<file path="src/rtl/sio_pkg.sv">
// Shared types and default geometry for the SIO serial transmitter.
package sio_pkg;

  typedef enum logic [1:0] {
    ST_IDLE,
    ST_LOW,
    ST_HIGH,
    ST_DONE
  } sio_state_e;

  localparam int SIO_WIDTH_DEF  = 10;
  localparam int SIO_CLKDIV_DEF = 4;

endpackage

</file>
<file path="src/rtl/sio_half_timer.sv">
// Loadable down-counter timing one SioClk half-period of CLKDIV MCLK cycles.
module sio_half_timer #(
  parameter int CLKDIV = 4
) (
  input  logic clk_i,
  input  logic rst_i,
  input  logic load_i,
  input  logic run_i,
  output logic expire_o
);

  localparam int CW = $clog2(CLKDIV + 1);
  localparam logic [CW-1:0] LOAD_VAL = CW'(CLKDIV - 1);

  logic [CW-1:0] cnt_q, cnt_d;

  always_comb begin
    cnt_d = cnt_q;
    if (load_i)                   cnt_d = LOAD_VAL;
    else if (run_i && cnt_q != '0) cnt_d = cnt_q - CW'(1);
  end

  always_ff @(posedge clk_i or posedge rst_i) begin
    if (rst_i) cnt_q <= '0;
    else       cnt_q <= cnt_d;
  end

  // Loaded with CLKDIV-1 on phase entry, so the tick lands on the CLKDIV-th cycle.
  assign expire_o = run_i && (cnt_q == '0);

endmodule

</file>
<file path="src/rtl/sio_shift_tx.sv">
// SIO transmitter: serialises a parallel word LSB first on SioDat, clocked by a divided SioClk.
module sio_shift_tx
  import sio_pkg::*;
#(
  parameter int WIDTH  = SIO_WIDTH_DEF,
  parameter int CLKDIV = SIO_CLKDIV_DEF
) (
  input  logic             MCLK,
  input  logic             RESET,
  input  logic [WIDTH-1:0] TxData,
  input  logic             TxStart,
  output logic             TxBusy,
  output logic             TxDone,
  output logic             SioClk,
  output logic             SioDat
);

  localparam int BW = $clog2(WIDTH + 1);
  localparam logic [BW-1:0] LAST_BIT = BW'(WIDTH - 1);

  sio_state_e       state_q, state_d;
  logic [WIDTH-1:0] shift_q, shift_d;
  logic [BW-1:0]    bits_q, bits_d;
  logic             clk_q, clk_d, dat_q, dat_d, busy_q, busy_d, done_q, done_d;
  logic             accept, expire, last_bit, tmr_load, tmr_run;

  // DONE is treated as idle so a new frame can start right on the TxDone cycle.
  assign accept   = (state_q == ST_IDLE || state_q == ST_DONE) && TxStart;
  assign last_bit = (bits_q == LAST_BIT);
  assign tmr_run  = (state_q == ST_LOW || state_q == ST_HIGH);
  assign tmr_load = (state_d != state_q) && (state_d == ST_LOW || state_d == ST_HIGH);

  sio_half_timer #(.CLKDIV(CLKDIV)) u_timer (
    .clk_i    (MCLK),
    .rst_i    (RESET),
    .load_i   (tmr_load),
    .run_i    (tmr_run),
    .expire_o (expire)
  );

  always_ff @(posedge MCLK or posedge RESET) begin
    if (RESET) state_q <= ST_IDLE;
    else       state_q <= state_d;
  end

  always_comb begin
    state_d = state_q;
    unique case (state_q)
      ST_IDLE, ST_DONE: state_d = TxStart ? ST_LOW : ST_IDLE;
      ST_LOW:           if (expire) state_d = ST_HIGH;
      ST_HIGH:          if (expire) state_d = last_bit ? ST_DONE : ST_LOW;
      default:          state_d = ST_IDLE;
    endcase
  end

  always_comb begin
    clk_d  = 1'b0;
    dat_d  = 1'b0;
    busy_d = 1'b0;
    done_d = 1'b0;
    unique case (state_d)
      ST_LOW: begin
        busy_d = 1'b1;
        // Data only moves on the falling edge; hold it through the rest of LOW.
        if (accept)                 dat_d = TxData[0];
        else if (state_q == ST_HIGH) dat_d = shift_q[1];
        else                         dat_d = dat_q;
      end
      ST_HIGH: begin
        busy_d = 1'b1;
        clk_d  = 1'b1;
        dat_d  = dat_q;
      end
      ST_DONE: done_d = 1'b1;
      default: ;
    endcase
  end

  always_comb begin
    shift_d = shift_q;
    bits_d  = bits_q;
    if (accept) begin
      shift_d = TxData;
      bits_d  = '0;
    end else if (state_q == ST_HIGH && state_d == ST_LOW) begin
      shift_d = {1'b0, shift_q[WIDTH-1:1]};
      bits_d  = bits_q + BW'(1);
    end
  end

  always_ff @(posedge MCLK or posedge RESET) begin
    if (RESET) begin
      shift_q <= '0;
      bits_q  <= '0;
      clk_q   <= 1'b0;
      dat_q   <= 1'b0;
      busy_q  <= 1'b0;
      done_q  <= 1'b0;
    end else begin
      shift_q <= shift_d;
      bits_q  <= bits_d;
      clk_q   <= clk_d;
      dat_q   <= dat_d;
      busy_q  <= busy_d;
      done_q  <= done_d;
    end
  end

  assign TxBusy = busy_q;
  assign TxDone = done_q;
  assign SioClk = clk_q;
  assign SioDat = dat_q;

endmodule

</file>
<file path="config.mk">
export PLATFORM = sky130hd
export DESIGN_NAME = sio_shift_tx
export DESIGN_NICKNAME = d
export VERILOG_FILES = /design/src/rtl/sio_pkg.sv /design/src/rtl/sio_half_timer.sv /design/src/rtl/sio_shift_tx.sv
export SDC_FILE = /design/constraint.sdc
export NUM_CORES = 1
export LEC_CHECK = 0
export CAP_MARGIN = 25
export CORE_MARGIN = 2
export CORE_UTILIZATION = 58
export DETAILED_ROUTE_END_ITERATION = 6
export DONT_BUFFER_PORTS = 1
export PLACE_DENSITY = 0.76
export SYNTH_ARGS = -nofsm -noshare
export SYNTH_HDL_FRONTEND = slang
export SYNTH_HIERARCHICAL = 1
export SYNTH_SLANG_ARGS = --single-unit
export TNS_END_PERCENT = 1
</file>
<file path="constraint.sdc">
create_clock -name MCLK -period 3.8 [get_ports MCLK]
set_input_delay 0.76 -clock MCLK [delete_from_list [all_inputs] [get_ports MCLK]]
set_output_delay 0.76 -clock MCLK [all_outputs]
set_load 0.02 [all_outputs]
</file>
* Yosys cells after proc, flatten, opt, wreduce, memory -nomap -nowiden
Cells that the tools add are included.
** Operators by class
- Add/sub/neg operators :: 2
- Multiply operators :: 0
- Div/mod/pow operators :: 0
- $lt $le $gt $ge :: 0
- Equality and inequality tests :: 9
- Shift operators :: 0
- Multiplexer cells :: 17
- Bitwise operators :: 1
- Reduce and logical (&&, ||, !) cells :: 16
** Operators by type and width (number)
- $mux 10 :: 2
- $eq 2x2->1 const B :: 4
- $mux 4 :: 2
- $mux 1 :: 6
- $mux 2 :: 3
- $mux 3 :: 2
- $pmux 2 s3 :: 1
- $logic_and 1x1->1 :: 5
- $add 4x1->4 const B :: 1
- $eq 2x1->1 const B :: 2
- $eq 4x4->1 const B :: 1
- $reduce_bool 2->1 :: 2
- $reduce_or 2->1 :: 2
- $logic_not 3->1 :: 1
- $logic_or 1x1->1 :: 3
- $ne 3x3->1 const B :: 1
- $reduce_bool 3->1 :: 1
- $sub 3x1->3 const B :: 1
- $logic_not 2->1 :: 1
- $ne 2x2->1 :: 1
- $pmux 1 s2 :: 1
- $reduce_and 2->1 :: 1
- $not 1->1 :: 1
** Storage, ports and cells
- Bits in registers :: 23
- Bits in latches :: 0
- Bits in writable memories :: 0
- Memory bits (read-only) :: 0
- Input port bits :: 13
- Memories :: 0

* Longest topological paths before layout
- Depth after elaboration :: 9
- Depth in mapped cells :: 15

* Cells and area by module
Netlist, hierarchy kept.
** By module, submodules not included
- sio_shift_tx :: times used 1, cells an instance 97, area each 1014.7 µm², seq. area each 475.5 µm²
- sio_half_timer :: times used 1, cells an instance 19, area each 195.2 µm², seq. area each 75.1 µm²

* Worst setup path after synthesis
Ideal clock, no wire load.
- Path kind :: register to register
- From :: register state_q[0]
- To :: register u_timer.cnt_q[2]
- Setup time :: 0.095 ns
- Data arrival time :: 2.599 ns
- Path slack :: 1.105 ns
- Cell stages (with the launch flop) :: 15
- Path buffers :: 0
- Clock period less this slack :: 2.695 ns
- Cell sequence :: dfrtp_1 inv_1 ha_1 inv_1 and2_1 inv_1 a211oi_2 or3_4 inv_2 ha_1 inv_1 o21ai_0 o2bb2ai_1 or4b_1 o31ai_1
** On the way
- Cells in the longest elaborated chain, start to end :: 9
- Elaborated cells between the ends (all ways) :: 18
- Classes of those cells :: 6 x eq/ne; 4 x mux; 8 x reduce/logical
** Ends and longest elaborated chain
- from (decl) :: RTL line sio_shift_tx.sv:21 : sio_state_e state_q, state_d;
- from (signal assigned) :: RTL line sio_shift_tx.sv:43 : else state_q <= state_d;
- $eq 2x1->1 or $eq 2x2->1 (tied branches) :: RTL line sio_shift_tx.sv:30 : assign tmr_run = (state_q == ST_LOW || state_q == ST_HIGH);
- $logic_or 1x1->1 (*) :: RTL line sio_shift_tx.sv:30
- net tmr_run :: RTL line sio_shift_tx.sv:25 : logic accept, expire, last_bit, tmr_load, tmr_run;
- $logic_and 1x1->1 (*) :: RTL line sio_half_timer.sv:29 : assign expire_o = run_i && (cnt_q == '0);
- net expire :: RTL line sio_shift_tx.sv:25
- $mux 2, on equally long branches :: RTL line sio_shift_tx.sv:51, sio_shift_tx.sv:50
- $pmux 2 s3 (*) :: RTL line sio_shift_tx.sv:48 : unique case (state_q)
- net state_d[1] :: RTL line sio_shift_tx.sv:21
- $eq 2x1->1 or $eq 2x2->1 (tied branches) :: RTL line sio_shift_tx.sv:31 : assign tmr_load = (state_d != state_q) && (state_d == ST_LOW || state_d == ST_HIGH);
- $logic_or 1x1->1 :: RTL line sio_shift_tx.sv:31
- $logic_and 1x1->1 (*) :: RTL line sio_shift_tx.sv:31
- net tmr_load :: RTL line sio_shift_tx.sv:25
- $mux 3 or $reduce_bool 2->1 (tied branches)
- to (signal assigned) :: RTL line sio_half_timer.sv:25 : else cnt_q <= cnt_d;
- to (decl) :: RTL line sio_half_timer.sv:15 : logic [CW-1:0] cnt_q, cnt_d;
Mark *: on every way through the listed nets, which the timed path passes. The rest lies on a longest branch.
A chain may end at the register's enable or synchronous reset.

* Final worst setup path
Same ends and word-level chain as after synthesis.

==> flow_metrics.py <==
metrics = {
    "placed_design": {
        "hpwl_mm": 1.462,
        "io_buffer_count": 0,
        "routabilityCongestion": 0.8988,
        "placedCellCount": 140,
    },
    "critical_path": {
        "worst_setup_path_end_kind": "flop",
        "path_class": "flop to flop",
        "arrival_ns": 3.26,
        "critPathLaunchType": "flop",
        "crit_required_ns": 4.03,
        "path_max_fanout": 6,
    },
    "die": {
        "dieHeight_um": 49.68,
        "dieArea_mm2": 0.002468,
        "die_width_um": 49.68,
        "design.core.area_mm2": 0.001962,
        "rows": 16,
        "start_util_pct": 61.67,
        "ioPinCount": 17,
    },
    "clocking": {
        "cts_sinks": 22,
        "ctsHoldBuffers": 0,
        "cts_root_buffer": "clkbuf_4",
        "clk_pin_slew_ns": 0.13,
        "postCtsSetupBuffers": 0,
        "htreeDepth": 1,
        "numCtsBuffers": 3,
        "cts_tree": "yes",
        "cts_buffer_depth": 2,
        "clock_latency_ns": 0.32,
        "post_cts_resize_count": 0,
    },
    "synthesis": {
        "avgSynthCellArea_um2": 10.43,
        "yosysMostFrequentCell": "dfrtp_1",
        "synth-seq-cells": 22,
        "yosysWarningCount": 6,
        "synth_nets": 138,
        "ys_seq_area_share_pct": 45.50,
        "mappedNetlistArea_mm2": 0.001210,
        "yosys_most_used_dff": "dfrtp_1",
        "synth_common_cells": "dfrtp_1, inv_1, nor2_1",
        "synthTopCellsByArea": "dfrtp_1, ha_1, mux2i_1, inv_1, nor2_1",
        "async_reset_ff_share_pct": 100.0,
        "yosys.area.top_type": "dfrtp_1",
        "synth_edf_count": 0,
        "syn_inst": 116,
        "synth_top_area_share_pct": 45.50,
        "synth_cell_type_count": 34,
    },
    "finish": {
        "nets": 140,
        "ff_latch_area_um2": 550.5,
        "drive_gt1_share_pct": 11.11,
        "final_cells": 144,
        "syn2layout_area_growth_pct": 4.550,
        "multi_input_area_um2": 571.8,
        "n_fill_cell": 171,
        "antenna_cells": 0,
    },
    "worst_hold_path": {
        "hp-class": "primary input to async pin",
    },
    "power": {
        "power_per_cell_area_mw_per_mm2": 581.7,
        "p_int_w": 0.0005107,
        "clkPwrFrac_pct": 24.5,
        "p_sw_w": 0.0002251,
        "vdd_drop_max_uv": 406.0,
        "switching_share_pct": 30.59,
        "seqPwrFrac_pct": 46.1,
        "p_leak_nw": 0.6300,
        "power_frac_comb_pct": 29.4,
    },
    "drt": {
        "antenna_left": 0,
        "avgViaCountPerCell": 5.451,
        "drc": 0,
        "drt-total-wl_mm": 1.986,
        "drt_iter0_drc": 19,
        "num_vias": 785,
        "firstDrtPassIters": 4,
        "wl_per_cell_um": 13.79,
    },
    "timing": {
        "worst_slew_pin_slew_ns": 0.7219,
        "timing.fmax_mhz": 330.0,
        "fin_skew_ns": 0.008773,
        "fin_hold_ws_ns": 0.1786,
        "tns_ns": 0,
        "slew_headroom_pct": 51.82,
        "setup_violations": 0,
        "finalCriticalPeriod_ns": 3.030,
        "finalCritPeriodShare_pct": 79.74,
        "rsz0062_at_grt": "false",
        "finalHoldViolCount": 0,
        "drv_slew": 0,
    },
    "global_route": {
        "grt_overflow": 0,
        "grt_pass1_vias": 796,
        "grt_antenna_before_repair": 0,
        "grt_pass1_wl_mm": 3.657,
        "grt_usage_pct": 19.86,
        "grt_max_degree": 20,
    },
    "outcome": {
        "outcome": "finished clean",
    },
    "job": {
        "cap_violations": 0,
    },
}
[through the flow]
stage	setup slack [ns]	instance area, um2	util [%]	total power (W)
3_3_place_gp	0.9424	1212	61.80	0.0005466
2_1_floorplan	1.105	1210	-	0.0005257
4_1_cts	0.7979	1265	64.48	0.0007408
5_1_grt	0.5524	1265	64.48	0.0007937
6_report	0.7699	1265	64.48	0.0007358
3_5_place_dp	0.8234	1212	61.80	0.0005620
[flip-flops by register name (all words and copies together), names as in the netlist]
signal and cells:
TxDone 1, u_timer/cnt_q 3, SioClk 1, shift_q 9, TxBusy 1, SioDat 1, bits_q 4, state_q 2
[cell usage in the layout (no fill, tap or decap), types with 2 or more instances in the layout]
cell type and count:
and2b_4 2, nand3b_1 2, nand2_1 10, mux2i_1 10
nor2_1 11, clkbuf_4 3, and2_1 3, dfrtp_1 22
xor2_1 2, o21ai_0 8, ha_1 9, inv_1 12
[path summary, 6_finish.rpt]
check / from / end / slack (ns) / depth (start not counted)
min in group MCLK: shift_q[2]$_DFFE_PP0P_ / shift_q[2]$_DFFE_PP0P_ / 0.49 / 2
max reg2reg: state_q[0]$_DFF_PP0_ / u_timer/cnt_q[2]$_DFFE_PP0P_ / 0.77 / 14
min: RESET / u_timer/cnt_q[1]$_DFFE_PP0P_ / 0.18 / 1
max: state_q[0]$_DFF_PP0_ / u_timer/cnt_q[2]$_DFFE_PP0P_ / 0.77 / 14
max in group asynchronous: RESET / SioClk$_DFF_PP0_ / 2.91 / 1
min reg2reg: shift_q[2]$_DFFE_PP0P_ / shift_q[2]$_DFFE_PP0P_ / 0.49 / 2
[layer usage]
layer	GRT usage, %	vias up	share of wire (%)
met4	5.556	0	0.86
met2	30.22	24	47
li1	-	394	-
met1	26.84	363	46
met3	6.970	4	5.7
met5	0	-	0
[cell families after synthesis]
family                     Yosys count  synth area share (%)
DFF                                 22                 45.50
and+or+nand+nor                     36                 16.65
muxes                               10                 8.273
buffers and inverters               17                 7.238
AOI/OAI and AO/OA                   19                 10.86
xor gates and xnor gates             3                 2.172
adders and majority gates            9                 9.307
[area by class of cell]
type	instances	area share [%]
flip-flops and latches	22	43.52
inverters	13	3.858
clock buffers	3	1.780
clock inverters	1	2.374
repair buffers	1	0.5935
well taps	27	2.671
multi-input cells	77	45.20
[power by group through the flow]
| stage | clock [W] | sequential, W | combinational, W |
|---|---|---|---|
| after floorplan | 0 | 0.000333 | 0.000193 |
| after global placement | 0 | 0.000341 | 0.000206 |
| after detailed placement | 0 | 0.000342 | 0.000219 |
| after CTS | 0.000183 | 0.000339 | 0.000219 |
| after global routing | 0.000195 | 0.000346 | 0.000252 |
| final | 0.000180 | 0.000339 | 0.000216 |
[critical path, stage by stage, from the launching register on]
cell	delay [ns]
dfrtp_1	0.41
inv_1	0.08
ha_1	0.35
inv_1	0.11
and2_1	0.22
inv_1	0.09
a211oi_2	0.26
or3_4	0.19
inv_2	0.05
ha_1	0.29
inv_1	0.05
o21ai_0	0.06
o2bb2ai_1	0.16
or4b_1	0.55
o31ai_1	0.08
Note: power is estimated with default switching activity, not from simulation.
